**src/rtl/cpu16_pkg.sv**
```systemverilog
// cpu16 shared types: opcodes, sequencer states and instruction field slices.
package cpu16_pkg;

    typedef enum logic [3:0] {
        OP_ADD  = 4'h0,
        OP_SUB  = 4'h1,
        OP_AND  = 4'h2,
        OP_OR   = 4'h3,
        OP_XOR  = 4'h4,
        OP_SHR  = 4'h5,
        OP_LDI  = 4'h6,
        OP_ADDI = 4'h7,
        OP_LD   = 4'h8,
        OP_ST   = 4'h9,
        OP_BNZ  = 4'hA,
        OP_HALT = 4'hF
    } opcode_t;

    typedef enum logic [2:0] {
        FETCH,
        WAIT_I,
        EXEC,
        MEM,
        WAIT_D,
        HALT
    } state_t;

    localparam int OP_MSB  = 15;
    localparam int OP_LSB  = 12;
    localparam int RD_MSB  = 11;
    localparam int RD_LSB  = 9;
    localparam int RS1_MSB = 8;
    localparam int RS1_LSB = 6;
    localparam int RS2_MSB = 5;
    localparam int RS2_LSB = 3;
    localparam int IMM_MSB = 8;

endpackage

```
**src/rtl/alu.sv**
```systemverilog
// cpu16 combinational ALU: results for opcodes 0-7 and the BNZ branch target.
module alu
    import cpu16_pkg::*;
#(
    parameter int DataWidth = 16
) (
    input  opcode_t              op,
    input  logic [DataWidth-1:0] a,
    input  logic [DataWidth-1:0] b,
    input  logic [DataWidth-1:0] pc,
    input  logic [IMM_MSB:0]     imm,
    output logic [DataWidth-1:0] result,
    output logic [DataWidth-1:0] target
);

    logic [DataWidth-1:0] simm6;
    logic [DataWidth-1:0] zimm9;

    assign simm6  = {{(DataWidth-6){imm[5]}}, imm[5:0]};
    assign zimm9  = {{(DataWidth-IMM_MSB-1){1'b0}}, imm};
    assign target = pc + simm6;

    always_comb begin
        result = '0;
        unique case (op)
            OP_ADD:  result = a + b;
            OP_SUB:  result = a - b;
            OP_AND:  result = a & b;
            OP_OR:   result = a | b;
            OP_XOR:  result = a ^ b;
            OP_SHR:  result = a >> 1;
            OP_LDI:  result = zimm9;
            OP_ADDI: result = a + simm6;
            default: result = '0;
        endcase
    end

endmodule

```
**src/rtl/instr_sequencer.sv**
```systemverilog
// cpu16 fetch/decode/execute sequencer driving the register file and memory port.
module instr_sequencer
    import cpu16_pkg::*;
#(
    parameter int DataWidth  = 16,
    parameter int NumRegs    = 8,
    parameter int IndexWidth = $clog2(NumRegs)
) (
    input  logic                  clk,
    input  logic                  rst,
    output logic                  memReqValid,
    input  logic                  memReqReady,
    output logic [DataWidth-1:0]  memAddr,
    output logic                  memWe,
    output logic [DataWidth-1:0]  memWData,
    input  logic                  memRespValid,
    input  logic [DataWidth-1:0]  memRData,
    output logic                  countEnable,
    output logic                  writeEnable,
    output logic [IndexWidth-1:0] writeAddr,
    output logic [DataWidth-1:0]  writeData,
    output logic [IndexWidth-1:0] readAddr1,
    output logic [IndexWidth-1:0] readAddr2,
    input  logic [DataWidth-1:0]  readData1,
    input  logic [DataWidth-1:0]  readData2,
    input  logic [DataWidth-1:0]  programCounter,
    output logic                  halted,
    output logic                  illegal
);

    localparam logic [IndexWidth-1:0] PcIdx = IndexWidth'(NumRegs - 1);

    state_t                state, state_next;
    logic [DataWidth-1:0]  ir;
    opcode_t               op;
    logic [IndexWidth-1:0] rd;
    logic [DataWidth-1:0]  alu_result;
    logic [DataWidth-1:0]  bnz_target;
    logic                  ir_load;
    logic                  set_halt;
    logic                  set_illegal;

    assign op        = opcode_t'(ir[OP_MSB:OP_LSB]);
    assign rd        = IndexWidth'(ir[RD_MSB:RD_LSB]);
    assign readAddr1 = IndexWidth'(ir[RS1_MSB:RS1_LSB]);
    assign readAddr2 = IndexWidth'(ir[RS2_MSB:RS2_LSB]);

    alu #(
        .DataWidth(DataWidth)
    ) u_alu (
        .op    (op),
        .a     (readData1),
        .b     (readData2),
        .pc    (programCounter),
        .imm   (ir[IMM_MSB:0]),
        .result(alu_result),
        .target(bnz_target)
    );

    always_ff @(posedge clk) begin
        if (!rst) begin
            state   <= FETCH;
            ir      <= '0;
            halted  <= 1'b0;
            illegal <= 1'b0;
        end else begin
            state <= state_next;
            if (ir_load)     ir      <= memRData;
            if (set_halt)    halted  <= 1'b1;
            if (set_illegal) illegal <= 1'b1;
        end
    end

    // Strobes are gated by reset so nothing leaks out while rst is held low.
    always_comb begin
        state_next  = state;
        memReqValid = 1'b0;
        memAddr     = '0;
        memWe       = 1'b0;
        memWData    = '0;
        countEnable = 1'b0;
        writeEnable = 1'b0;
        writeAddr   = '0;
        writeData   = '0;
        ir_load     = 1'b0;
        set_halt    = 1'b0;
        set_illegal = 1'b0;
        if (rst) begin
            unique case (state)
                FETCH: begin
                    memReqValid = 1'b1;
                    memAddr     = programCounter;
                    if (memReqReady) state_next = WAIT_I;
                end
                WAIT_I: begin
                    if (memRespValid) begin
                        ir_load     = 1'b1;
                        countEnable = 1'b1;
                        state_next  = EXEC;
                    end
                end
                EXEC: begin
                    unique case (op)
                        OP_ADD, OP_SUB, OP_AND, OP_OR,
                        OP_XOR, OP_SHR, OP_LDI, OP_ADDI: begin
                            writeEnable = 1'b1;
                            writeAddr   = rd;
                            writeData   = alu_result;
                            state_next  = FETCH;
                        end
                        OP_LD, OP_ST: state_next = MEM;
                        OP_BNZ: begin
                            state_next = FETCH;
                            if (readData1 != '0) begin
                                writeEnable = 1'b1;
                                writeAddr   = PcIdx;
                                writeData   = bnz_target;
                            end
                        end
                        OP_HALT: begin
                            set_halt   = 1'b1;
                            state_next = HALT;
                        end
                        default: begin
                            set_halt    = 1'b1;
                            set_illegal = 1'b1;
                            state_next  = HALT;
                        end
                    endcase
                end
                MEM: begin
                    memReqValid = 1'b1;
                    memAddr     = readData1;
                    memWe       = (op == OP_ST);
                    memWData    = readData2;
                    if (memReqReady) state_next = WAIT_D;
                end
                WAIT_D: begin
                    if (memRespValid) begin
                        if (op == OP_LD) begin
                            writeEnable = 1'b1;
                            writeAddr   = rd;
                            writeData   = memRData;
                        end
                        state_next = FETCH;
                    end
                end
                HALT:    state_next = HALT;
                default: state_next = FETCH;
            endcase
        end
    end

endmodule

```
**config.mk**
```make
export PLATFORM = sky130hd
export DESIGN_NAME = instr_sequencer
export DESIGN_NICKNAME = d
export VERILOG_FILES = /design/src/rtl/cpu16_pkg.sv /design/src/rtl/alu.sv /design/src/rtl/instr_sequencer.sv
export SDC_FILE = /design/constraint.sdc
export NUM_CORES = 1
export LEC_CHECK = 0
export CAP_MARGIN = 20
export CORE_ASPECT_RATIO = 0.9
export CORE_UTILIZATION = 45
export DETAILED_ROUTE_END_ITERATION = 10
export PLACE_DENSITY_LB_ADDON = 0.08
export SETUP_SLACK_MARGIN = 0.02
export SYNTH_ARGS = -nofsm -noshare
export SYNTH_HDL_FRONTEND = slang
export SYNTH_HIERARCHICAL = 1
export SYNTH_SLANG_ARGS = --single-unit
```
**constraint.sdc**
```tcl
create_clock -name clk -period 11.3 [get_ports clk]
set_clock_uncertainty 0.05 [all_clocks]
set_input_delay 2.26 -clock clk [delete_from_list [all_inputs] [get_ports clk]]
set_output_delay 2.26 -clock clk [all_outputs]
set_load 0.05 [all_outputs]
```
==> flow_metrics.tcl <==
set metrics [dict create \
    outcome "completed" \
    cts_root_buf "clkbuf_16" \
    numPlacedInstances 893 \
    number_of_instances_in_the_synthesized_netlist 670 \
    drt_first_pass_iters 5 \
    r2r-end "state[2]" \
    clockPowerShare_pct 19.2 \
    crit_path_start_kind "input port" \
    switching_share_pct 44.0 \
    die_area_mm2 0.0110 \
    row_count 35 \
    fillerInstances 994 \
    max_slew.worst_pin.slew_ns 1.07 \
    worst-endpoint-arrival_ns 7.49 \
    timing.critical_path.to_type "primary output" \
    design.final.nets 906 \
    grt_overflow 0 \
    layout.cell_area.non_filler_mm2 0.00617 \
    worstSkewPairLatency_ns 0.26 \
    rsz0062_at_grt "false" \
    antenna_violating_nets_post_route 0 \
    postSynthAreaPerCell_um2 7.12 \
    post-route-period-util_pct 86.7 \
    clk_pin_slew_worst_paths_ns 0.06 \
    power_frac_seq_pct 21.1 \
    cts_setup_buffers 0 \
    antenna_found_initial 0 \
    synth_seq_area_share_pct 8.81 \
    leading_cell_type_in_the_layout_fill_and_taps_excluded "clkdlybuf4s50_1" \
    num_antenna_cells 0 \
    most-common-layout-cells "clkdlybuf4s50_1 (130), ha_1 (65), nand2_1 (63), a21oi_1 (50), o21ai_0 (48)" \
    detail_route.drc_violations 0 \
    final_worst_path_period_need_ns 9.80 \
    number_of_instances_resized_during_post_cts_repair 0 \
    finalWirelength_um 17600 \
    worst-setup-path-type "in -> out" \
    regToRegStartpoint "state[1]" \
    reg2reg_depth 3 \
    drv.max_cap_violation_count 0 \
    vdd_drop_max_mv 0.0539 \
    vias_in_the_first_global_route 5102 \
    netSwitchingPower_uw 177 \
    report.final.slew_viol_count 0 \
    grt_start_max_net_pins 35 \
    area_growth_pct 29.4 \
    tritoncts.num_buffers 3 \
    final-setup-viol-count 0 \
    vias_per_cell 6.32 \
    die_height_um 99.7 \
    grt_first_pass_wirelength_um 27100 \
    post_layout_nonfiller_instances 899 \
    gr_usage_total_pct 30.5 \
    power_per_cell_area_mw_per_mm2 65.2 \
    cell_internal_pwr_uw 225 \
    chipWidth_um 111 \
    achievable-frequency_mhz 102 \
    leakage_uw 0.00245 \
    placeableCoreArea_mm2 0.0103 \
    layout-drive-gt1-share_pct 5.32 \
    max-clock-path-buffers 2 \
    critPathLaunch "readData2[3]" \
    h-tree-depth 1 \
    io_pins 131 \
    clkSinkCount 21 \
    port-buffer-count 130 \
    finalHoldViolCount 0 \
    maxSlewHeadroom_pct 28.1 \
    syn_area_mm2 0.00477 \
    regToRegSetupSlack_ns 9.48 \
    sequential_cell_area_um2 420 \
    multi_input_area_mm2 0.00396 \
    detailed_place.area_mm2 0.00606 \
    p_comb_share_pct 59.7 \
    tritoncts_clock_tree "done" \
    first_drt_iteration_drcs 584 \
    worst_ep_required_ns 8.99 \
    start_util_pct 46.3 \
    netlist-cell-type-count 66 \
    critical_path_peak_fanout 6 \
    synth_enable_flop_cells 0 \
    synth_ff_type "dfxtp_1" \
    ys_seq_elements 21 \
    routedWlPerCell_um 19.6 \
    synth-warning-count 6 \
    holdCritPathClass "reg -> reg" \
    synthesis.nets 805 \
    place.detailed.hpwl_um 13500 \
    synthArstFlopShare_pct 0 \
    gp_routability_congestion 0.894 \
    cts.hold.buffers_added 0 \
    setup-tns-final_ns 0 \
    detailroute.via_count 5683 \
    endpoint "writeData[15]" \
]
-- power by group through the flow --
stage          Clock [uW]  Sequential [uW]  Combinational, uW
5_1_grt              80.9             85.6                258
3_5_place_dp            0             86.5                235
6_report             77.0             85.0                240
4_1_cts              77.8             84.8                236
2_1_floorplan           0             82.1                154
3_3_place_gp            0             86.1                232
-- stage by stage --
| stage | setup WS, ns | hold WS [ns] | util, % | total power [uW] |
|---|---|---|---|---|
| after CTS | 1.57 | 0.413 | 59.7 | 399 |
| after global routing | 1.31 | 0.424 | 60.0 | 424 |
| after global placement | 1.69 | 0.388 | 58.9 | 318 |
| after floorplan | 2.97 | 0.379 | - | 236 |
| final | 1.50 | 0.409 | 60.0 | 402 |
| after detailed placement | 1.61 | 0.405 | 58.9 | 321 |
-- synthesized netlist by cell type, drive strengths merged (3+ instances only) --
cell type	instances	share of area (%)
o31ai	5	0.79
ha	65	17
nand4	7	0.92
xor2	10	1.8
dfxtp	21	8.8
buf	22	3.0
nand2b	8	1.0
o311ai	5	0.92
xnor2	14	2.6
and3	5	0.68
a22oi	25	3.9
a21o	9	1.4
a22o	17	3.1
nor3	20	2.2
nand2	63	5.0
o21ai	67	7.0
a31oi	3	0.39
clkbuf	19	1.5
nor3b	3	0.47
inv	50	3.9
a211oi	22	5.2
o21bai	3	0.47
or3	4	0.52
o21a	6	0.94
nor2b	5	0.66
a21oi	52	5.6
nor2	32	3.0
a221oi	15	2.9
nand3	35	3.7
and2	17	2.2
nor4	8	1.0
-- registers in the layout, summed over array words and instances, names as in the netlist --
signal	count
halted	1
illegal	1
ir	16
state	3
-- critical path: stages --
cell	delay, ns
clkdlybuf4s50_1	0.51
nor3_1	0.52
nand3_1	0.26
or3_1	0.38
o21ai_0	0.15
nand2_1	0.06
o311ai_0	0.11
ha_1	0.35
and3_1	0.19
and3_1	0.19
a211oi_2	0.30
a21oi_2	0.14
a221oi_2	0.27
xnor3_1	0.36
o21ai_1	0.22
a22oi_1	0.14
a211oi_2	0.24
clkdlybuf4s50_1	0.83
-- cell families (layout without fill, tap and decap cells) --
family | Yosys count | after routing | synth area share [%]
XOR/XNOR | 25 | 25 | 4.88
adder cells (fa/ha/maj) | 67 | 67 | 17.9
buffers and inverters | 91 | 191 | 8.42
flip-flops | 21 | 21 | 8.81
AO/OA/AOI/OAI | 244 | 244 | 35.5
AND/OR/NAND/NOR | 222 | 222 | 24.5
-- how the worst min path moves through the flow --
stage	depth (start not counted)	slack [ns]	endpoint	from
after CTS	2	0.41	ir[11]	ir[11]
final	2	0.41	ir[11]	ir[11]
after detailed placement	2	0.40	ir[10]	ir[10]
after global placement	2	0.39	ir[11]	ir[11]
after floorplan	2	0.38	ir[10]	ir[10]
after global routing	2	0.42	ir[9]	ir[9]
-- layout make-up --
class	instances	area share, %
well taps	129	2.62
repair buffers	137	22.1
inverters	50	3.04
flip-flops and latches	21	6.81
clock buffers	4	1.28
multi-input cells	558	64.1
-- per-layer routing --
metal	wire length, um	track usage (%)
met1	7780	42.1
met4	463	8.82
met5	0	0
met3	1390	3.11
met2	7950	50.3
No activity file was read; power rests on OpenSTA's default activity.
